==> config.mk <==
export PLATFORM = sky130hd
export DESIGN_NAME = acia_rx_fifo
export DESIGN_NICKNAME = d
export VERILOG_FILES = /design/src/rtl/acia_rx_fifo.sv
export SDC_FILE = /design/constraint.sdc
export NUM_CORES = 1
export LEC_CHECK = 0
export ABC_AREA = 1
export CAP_MARGIN = 20
export CORE_ASPECT_RATIO = 0.7
export CORE_MARGIN = 1.5
export CORE_UTILIZATION = 40
export CTS_BUF_LIST = sky130_fd_sc_hd__clkbuf_8
export CTS_CLUSTER_DIAMETER = 120
export DETAILED_ROUTE_END_ITERATION = 10
export PLACE_DENSITY = 0.59
export SYNTH_ARGS = -nofsm -noshare
export SYNTH_HDL_FRONTEND = slang
export SYNTH_SLANG_ARGS = --single-unit
==> constraint.sdc <==
create_clock -name clk -period 3.7 [get_ports clk]
set_input_delay 0.74 -clock clk [delete_from_list [all_inputs] [get_ports clk]]
set_output_delay 0.74 -clock clk [all_outputs]
set_load 0.01 [all_outputs]
==> src/rtl/acia_rx_fifo.sv <==
// Receive FIFO between the ACIA receiver strobe and the CPU data register.
// First-word-fall-through: the head byte and its error bit are visible without a pop.
module acia_rx_fifo #(
  parameter  int DEPTH  = 16,
  parameter  int THRESH = 8,
  localparam int CW     = $clog2(DEPTH) + 1
) (
  input  logic          clk,
  input  logic          rst,
  input  logic          clr,
  input  logic [7:0]    wr_dat,
  input  logic          wr_err,
  input  logic          wr_stb,
  input  logic          rd_stb,
  output logic [7:0]    rd_dat,
  output logic          rd_err,
  output logic          empty,
  output logic          full,
  output logic [CW-1:0] count,
  output logic          above_thresh,
  output logic          overrun
);

  localparam int AW     = $clog2(DEPTH);
  localparam int DATA_W = 8;

  logic [DATA_W:0] mem [DEPTH];
  logic [AW-1:0]   wr_ptr;
  logic [AW-1:0]   rd_ptr;
  logic [CW-1:0]   count_q;
  logic            overrun_q;
  logic            pop_ok;
  logic            push_ok;
  logic [DATA_W:0] head;

  assign empty        = (count_q == '0);
  assign full         = (count_q == CW'(DEPTH));
  assign above_thresh = (count_q >= CW'(THRESH));
  assign count        = count_q;
  assign overrun      = overrun_q;

  // A pop on a full FIFO frees the slot the simultaneous push lands in.
  assign pop_ok  = rd_stb & ~empty;
  assign push_ok = wr_stb & (~full | pop_ok);

  assign head   = mem[rd_ptr];
  assign rd_dat = empty ? '0 : head[DATA_W-1:0];
  assign rd_err = empty ? 1'b0 : head[DATA_W];

  always_ff @(posedge clk) begin
    if (push_ok && !clr) begin
      mem[wr_ptr] <= {wr_err, wr_dat};
    end
  end

  always_ff @(posedge clk or posedge rst) begin
    if (rst) begin
      wr_ptr    <= '0;
      rd_ptr    <= '0;
      count_q   <= '0;
      overrun_q <= 1'b0;
    end else if (clr) begin
      wr_ptr    <= '0;
      rd_ptr    <= '0;
      count_q   <= '0;
      overrun_q <= 1'b0;
    end else begin
      if (push_ok) begin
        wr_ptr <= wr_ptr + AW'(1);
      end
      if (pop_ok) begin
        rd_ptr <= rd_ptr + AW'(1);
      end
      case ({push_ok, pop_ok})
        2'b10:   count_q <= count_q + CW'(1);
        2'b01:   count_q <= count_q - CW'(1);
        default: count_q <= count_q;
      endcase
      if (wr_stb && !push_ok) begin
        overrun_q <= 1'b1;
      end
    end
  end

endmodule

==> impl_metrics.csv, run 1 <==
group,metric,value,unit
run_status,outcome,"finished, final reports clean",
critical_path,crit_path_max_incr_delay,0.63,ns
clock_network,clockBufferDepth,2,
detailed_routing,drt_iter0_drc,469,
sta,fin_tns_setup,0,ns
floorplan,coreArea,16540,um^2
detailed_routing,drc,0,
cells_and_area,final_util,47.61,%
cells_and_area,final_cells,891,
cells_and_area,multiInputGateArea,1909,um^2
placed_design,gp_congestion,0.8475,
critical_path,crit_fanout,37,
cells_and_area,n_antenna_cell,0,
detailed_routing,wire_per_inst,18.42,um
power,finalPower,4.844,mW
power,power_leakage,2.954,nW
synthesis,synth_cells,608,
power,power_density,615.1,nW/um^2
detailed_routing,vias,4627,
detailed_routing,first_pass_iters,5,
global_routing,grt_overflow,0,
clock_network,cts.sinks,158,
cells_and_area,area_delta_synth_final,14.87,%
sta,slew_viol_final,0,
critical_path,worst-setup-path-type,"register to primary output",
floorplan,die_x,159.5,um
min_path,min_to,"overrun",
global_routing,grt_max_degree,75,
clock_network,clk_pin_slew,0.08,ns
sta,max_freq,0.2931,GHz
synthesis,synth_area_per_cell,11.28,um^2
synthesis,synthesis.area,6855,um^2
critical_path,start_kind,"register",
cells_and_area,fillCellCount,1485,
sta,worst_slew_pin_slew,0.9250,ns
critical_path,r2r-start,"count[4]",
global_routing,grt_first_pass_wirelength,25560,um
global_routing,grt_usage,19.21,%
synthesis,yosysSeqAreaShare,68.19,%
power,ir_drop,0.2493,mV
placed_design,place_area,7446,um^2
cells_and_area,finish.instance_area,7875,um^2
detailed_routing,postRouteAntennaNets,0,
critical_path,crit_required,2.96,ns
synthesis,yosys.area.top_type,"edfxtp_1",
sta,layout_min_cycle_time,3.412,ns
clock_network,ctsHoldBuffers,0,
min_path,min_path_type,"register to register",
detailed_routing,wl,16410,um
clock_network,cts_resized,0,
synthesis,yosysTopAreaCellShare,63.08,%
clock_network,cts-root-buf,"clkbuf_8",
sta,min_period_over_period,92.22,%
sta,report.final.setup_viol,0,
detailed_routing,viasPerCell,5.193,
synthesis,yosysUniqueCellTypes,31,
sta,final.setup_skew,0.01813,ns
clock_network,postCtsSetupRepairBufs,0,
critical_path,cpMaxStageDelayCell,"dfrtp_1",
placed_design,placedCellCount,859,
cells_and_area,layout-drive-gt1-share,10.96,%
clock_network,htree_levels,4,
floorplan,dieArea,17950,um^2
global_routing,grt_pass1_vias,4382,
synthesis,yosys_warnings,0,
sta,finalHoldViolCount,0,
job,drv_cap,0,
cells_and_area,final-seq-area,4676,um^2
critical_path,cp.arrival,2.67,ns
clock_network,cts_tree,"yes",
critical_path,end_kind,"primary output",
cells_and_area,nets,676,
critical_path,r2r-end,"count[4]",
clock_network,clock_latency,0.45,ns
critical_path,ff2ff_path_depth,13,
synthesis,ys_ff_latch,158,
floorplan,die_h,112.5,um
floorplan,initial_core_util,41.44,%
clock_network,cts_buffers,17,
floorplan,row_count,39,
min_path,hold_path.startpoint,"overrun",
synthesis,synth_nets,631,
placed_design,io_buffer_count,31,
placed_design,hpwl,10750,um
synthesis,synth_area_leaders,"edfxtp_1 (63%), nand2_1 (11%), nand3_1 (9.3%)",
sta,maxSlewHeadroom,38.10,%
critical_path,cp_cell_sequence,"inv_4 -> nand3_1 -> nand3_1 -> nand2_1 -> nand2_1 -> a21oi_1 -> clkdlybuf4s50_1",
sta,rsz0062_at_grt,"no",
min_path,hold_depth,2,
critical_path,ff2ff_setup_slack,1.50,ns
global_routing,antenna_found_initial,0,
floorplan,io_pins,32,
==> layout make-up <==
| type | instances | area share [%] |
|---|---|---|
| multi-input cells | 403 | 24.25 |
| inverters | 19 | 0.9374 |
| well taps | 225 | 3.575 |
| clock buffers | 19 | 3.321 |
| flip-flops and latches | 158 | 59.37 |
| repair buffers | 54 | 6.451 |
| clock inverters | 13 | 2.097 |
==> cell usage in the layout, fill, tap and decap left out, types with 4 or more instances in the layout <==
cell type        netlist  layout
clkbuf_8               0      19
inv_1                 12      13
nand3_1              127     127
buf_4                  6      21
clkdlybuf4s50_1        0      31
ha_1                   8       8
nor2_1                22      22
nand2_1              207     207
a21oi_1               12      12
dfrtp_1               14      13
edfxtp_1             144     144
nand2_2                4       4
==> routing by layer <==
metal  wire, um  GRT usage [%]
met5          0              0
met4        150          6.289
met3       1271          3.511
met2       7051          27.71
met1       7936          29.22
==> cell usage after synthesis <==
| cell | number |
|---|---|
| a21oi_1 | 12 |
| a21oi_4 | 1 |
| a31oi_1 | 1 |
| buf_1 | 2 |
| buf_2 | 10 |
| buf_4 | 6 |
| buf_6 | 8 |
| clkbuf_1 | 2 |
| clkinv_1 | 3 |
| dfrtp_1 | 14 |
| edfxtp_1 | 144 |
| fa_1 | 1 |
| ha_1 | 8 |
| inv_1 | 12 |
| inv_2 | 4 |
| nand2_1 | 207 |
| nand2_2 | 4 |
| nand2_4 | 1 |
| nand3_1 | 127 |
| nand3_2 | 2 |
| nand3_4 | 1 |
| nand3b_1 | 1 |
| nand3b_2 | 1 |
| nor2_1 | 22 |
| nor2_4 | 2 |
| o21ai_0 | 3 |
| o21ai_4 | 1 |
| o31ai_1 | 2 |
| or2_2 | 1 |
| xnor2_1 | 3 |
| xor2_1 | 2 |
==> registers in the layout (all words and copies together) (netlist names) <==
signal / flops
rd_ptr: 4
wr_ptr: 4
overrun: 1
mem: 144
count: 5
==> cell families (layout without fill, tap and decap cells) <==
family          count (synthesis)  in the layout  share of synthesized area, %
compound gates                 20             20                         1.880
flops                         158            158                         68.19
simple gates                  369            369                         23.58
buf+inv                        47            105                         3.961
fa+ha+maj                       9              9                         1.752
xor+xnor                        5              5                        0.6389
==> power breakdown <==
part	switching, mW	internal, mW	leakage, nW	total (mW)
logic	0.920	0.534	1.26	1.45
registers	0.0582	1.99	1.49	2.05
clock network	0.636	0.707	0.210	1.34
==> worst max-delay path, delay by kind of cell (launching register included) <==
kind                   cells  cell delay (ns)
buffers and inverters      2             0.87
DFF                        1             0.63
and+or+nand+nor            4             0.38
AOI/OAI and AO/OA          1             0.33
==> how the worst max path moves through the flow <==
stage                     cells after the start  slack (ns)  startpoint         to
after floorplan                               9        1.67      wr_stb   count[4]
after global placement                        4        0.63         clr  mem[9][8]
final                                         7        0.29   rd_ptr[1]  rd_dat[4]
after CTS                                     7        0.17   rd_ptr[1]  rd_dat[0]
after global routing                          7        0.12   rd_ptr[1]  rd_dat[0]
after detailed placement                      4        0.60         clr  mem[9][8]
==> per-stage QoR <==
stage / setup WS, ns / hold WS [ns]
final: 0.2880 / 0.5059
after global routing: 0.1245 / 0.5392
after CTS: 0.1654 / 0.5087
after detailed placement: 0.5988 / 0.4864
after global placement: 0.6338 / 0.4845
after floorplan: 1.672 / 0.5288
(Power assumes the default switching activity.)
==> run 2: changes to the inputs <==
--- a/config.mk
+++ b/config.mk
@@ -6,12 +6,12 @@
 export NUM_CORES = 1
 export LEC_CHECK = 0
 export ABC_AREA = 1
-export CAP_MARGIN = 20
 export CORE_ASPECT_RATIO = 0.7
 export CORE_MARGIN = 1.5
 export CORE_UTILIZATION = 40
 export CTS_BUF_LIST = sky130_fd_sc_hd__clkbuf_8
 export CTS_CLUSTER_DIAMETER = 120
+export CTS_CLUSTER_SIZE = 12
 export DETAILED_ROUTE_END_ITERATION = 10
 export PLACE_DENSITY = 0.59
 export SYNTH_ARGS = -nofsm -noshare
==> results of run 2 <==
Final layout, timing and power as in run 1 (identical DEF).
==> run 3: changes to the inputs <==
--- a/config.mk
+++ b/config.mk
@@ -13,6 +13,7 @@
 export CTS_CLUSTER_DIAMETER = 120
 export CTS_CLUSTER_SIZE = 12
 export DETAILED_ROUTE_END_ITERATION = 10
+export MAX_ROUTING_LAYER = met4
 export PLACE_DENSITY = 0.59
 export SYNTH_ARGS = -nofsm -noshare
 export SYNTH_HDL_FRONTEND = slang
==> run 3 against run 2 <==
  * Critical endpoint is now rd_err
  * Non-clock buffer count did not move
  * Register-to-register slack about the same
  * Via count hardly changed
  * Worst setup slack better by 0.0016 ns
  * First-iteration DRC count rose by 9.2%
  * Clock-buffer cell count unchanged
==> impl_metrics.csv, run 3 (synthesized netlist as in run 1, its figures left out) <==
group,metric,value,unit
cells_and_area,n_antenna_cell,0,
clock_network,clockBufferDepth,2,
sta,maxSlewHeadroom,37.27,%
cells_and_area,final_common_cell,"nand2_1",
global_routing,grt_max_degree,75,
clock_network,cts-root-buf,"clkbuf_8",
critical_path,worst-setup-path-type,"register to primary output",
cells_and_area,nets,676,
critical_path,cpMaxStageDelayCell,"clkdlybuf4s50_1",
sta,max_freq,0.2932,GHz
clock_network,postCtsSetupRepairBufs,0,
clock_network,htree_levels,4,
sta,layout_min_cycle_time,3.410,ns
sta,report.final.setup_viol,0,
floorplan,initial_core_util,41.44,%
sta,slew_viol_final,0,
sta,min_period_over_period,92.17,%
detailed_routing,wire_per_inst,18.45,um
sta,hold_slack,0.5056,ns
sta,finalHoldViolCount,0,
floorplan,die_x,159.5,um
placed_design,placedCellCount,859,
critical_path,path_buf_inv,2,
detailed_routing,drt_iter0_drc,512,
critical_path,end_kind,"primary output",
critical_path,crit_fanout,37,
power,power_leakage,2.954,nW
critical_path,cp_cell_sequence,"inv_4 -> nand3_1 -> nand3_1 -> nand2_1 -> nand2_1 -> a21oi_1 -> clkdlybuf4s50_1",
sta,rsz0062_at_grt,"no",
sta,final.setup_skew,0.01467,ns
cells_and_area,layout_common_cells,"nand2_1 (207), edfxtp_1 (144), nand3_1 (127)",
floorplan,row_count,39,
global_routing,grt_pass1_vias,4370,
detailed_routing,first_pass_iters,5,
placed_design,hpwl,10750,um
detailed_routing,wl,16440,um
clock_network,clock_latency,0.45,ns
job,drv_cap,0,
power,ir_drop,0.2501,mV
global_routing,grt_overflow,0,
detailed_routing,viasPerCell,5.190,
global_routing,grt_first_pass_wirelength,25580,um
clock_network,cts_buffers,17,
clock_network,cts.sinks,158,
sta,fin_tns_setup,0,ns
placed_design,gp_congestion,0.8609,
cells_and_area,layout-drive-gt1-share,10.96,%
detailed_routing,drc,0,
critical_path,cp_top_family,"buffers and inverters",
cells_and_area,final_cells,891,
critical_path,cp.arrival,2.67,ns
cells_and_area,fillCellCount,1485,
clock_network,cts_tree,"yes",
floorplan,io_pins,32,
run_status,outcome,"finished, final reports clean",
critical_path,crit_path_max_incr_delay,0.62,ns
global_routing,antenna_found_initial,0,
detailed_routing,vias,4624,
placed_design,io_buffer_count,31,
floorplan,die_h,112.5,um
cells_and_area,largest_reg_flops,144,
cells_and_area,top_register,"mem",
global_routing,grt_usage,19.86,%
cells_and_area,area_delta_synth_final,14.87,%
floorplan,dieArea,17950,um^2
clock_network,clk_pin_slew,0.08,ns
power,power_density,615.7,nW/um^2
floorplan,coreArea,16540,um^2
min_path,min_path_type,"register to register",
sta,worst_slew_pin_slew,0.9375,ns
detailed_routing,postRouteAntennaNets,0,
critical_path,start_kind,"register",
critical_path,crit_required,2.96,ns
-- run 3: cell counts in the layout (fill, tap and decap cells not counted) --
Identical to the previous run, type by type.
-- run 3: final cells by class --
class / instances / area [um^2] / share of cell area (%)
sequential: 158 / 4676 / 59.37
multi-input combinational: 403 / 1909 / 24.25
timing repair buffer: 54 / 508.0 / 6.451
tap: 225 / 281.5 / 3.575
clock buffer: 19 / 261.5 / 3.321
clock inverter: 13 / 165.2 / 2.097
inverter: 19 / 73.82 / 0.9374
-- run 3: worst reg2reg max path: cells and delay by family, from the launching register on --
family                   cells  cell delay, ns
adder cells (fa/ha/maj)      1            0.34
AND/OR/NAND/NOR             10            0.94
AO/OA/AOI/OAI                1            0.21
buffers and inverters        1            0.11
flip-flops                   1            0.49
-- run 3: power breakdown --
group	switching (mW)	leakage (nW)	total (mW)	internal, mW
Clock	0.636	0.210	1.34	0.707
Sequential	0.0581	1.49	2.05	1.99
Combinational	0.924	1.26	1.46	0.534
-- run 3: timing repair --
item,4_1_cts,5_1_grt
gates resized for setup,0,2
setup endpoints to repair,0,1
hold buffers,0,0
-- run 3: final timing paths --
kind | slack [ns] | cells past startpoint | endpoint | start
worst max-delay path | 0.29 | 7 | rd_err | rd_ptr[1]
worst min-delay path | 0.51 | 2 | overrun | overrun
worst max register to register | 1.51 | 13 | count[4] | count[4]
worst min register to register | 0.51 | 2 | overrun | overrun
max in group asynchronous | 2.63 | 2 | rd_ptr[0] | rst
min in group asynchronous | 0.66 | 2 | count[2] | rst
-- run 3: stage by stage --
step	total power [mW]	util, %	setup slack [ns]	instance area (um^2)
floorplan	3.048	-	1.672	6855
global placement	3.512	45.01	0.6338	7446
detailed placement	3.534	45.01	0.5988	7446
CTS	4.869	47.59	0.1654	7873
global route	5.091	47.61	0.1243	7875
finish	4.849	47.61	0.2896	7875
-- run 3: layer usage --
metal  wire length, um  part of all wire (%)  vias to the layer above  GRT usage (%)
met3               993                   6.0                       12          3.363
met2              7190                    44                      167          27.71
met5                 0                     0                        -              -
li1                  -                     -                     2191              -
met4               133                  0.81                        0          6.289
met1              8118                    49                     2254          29.44
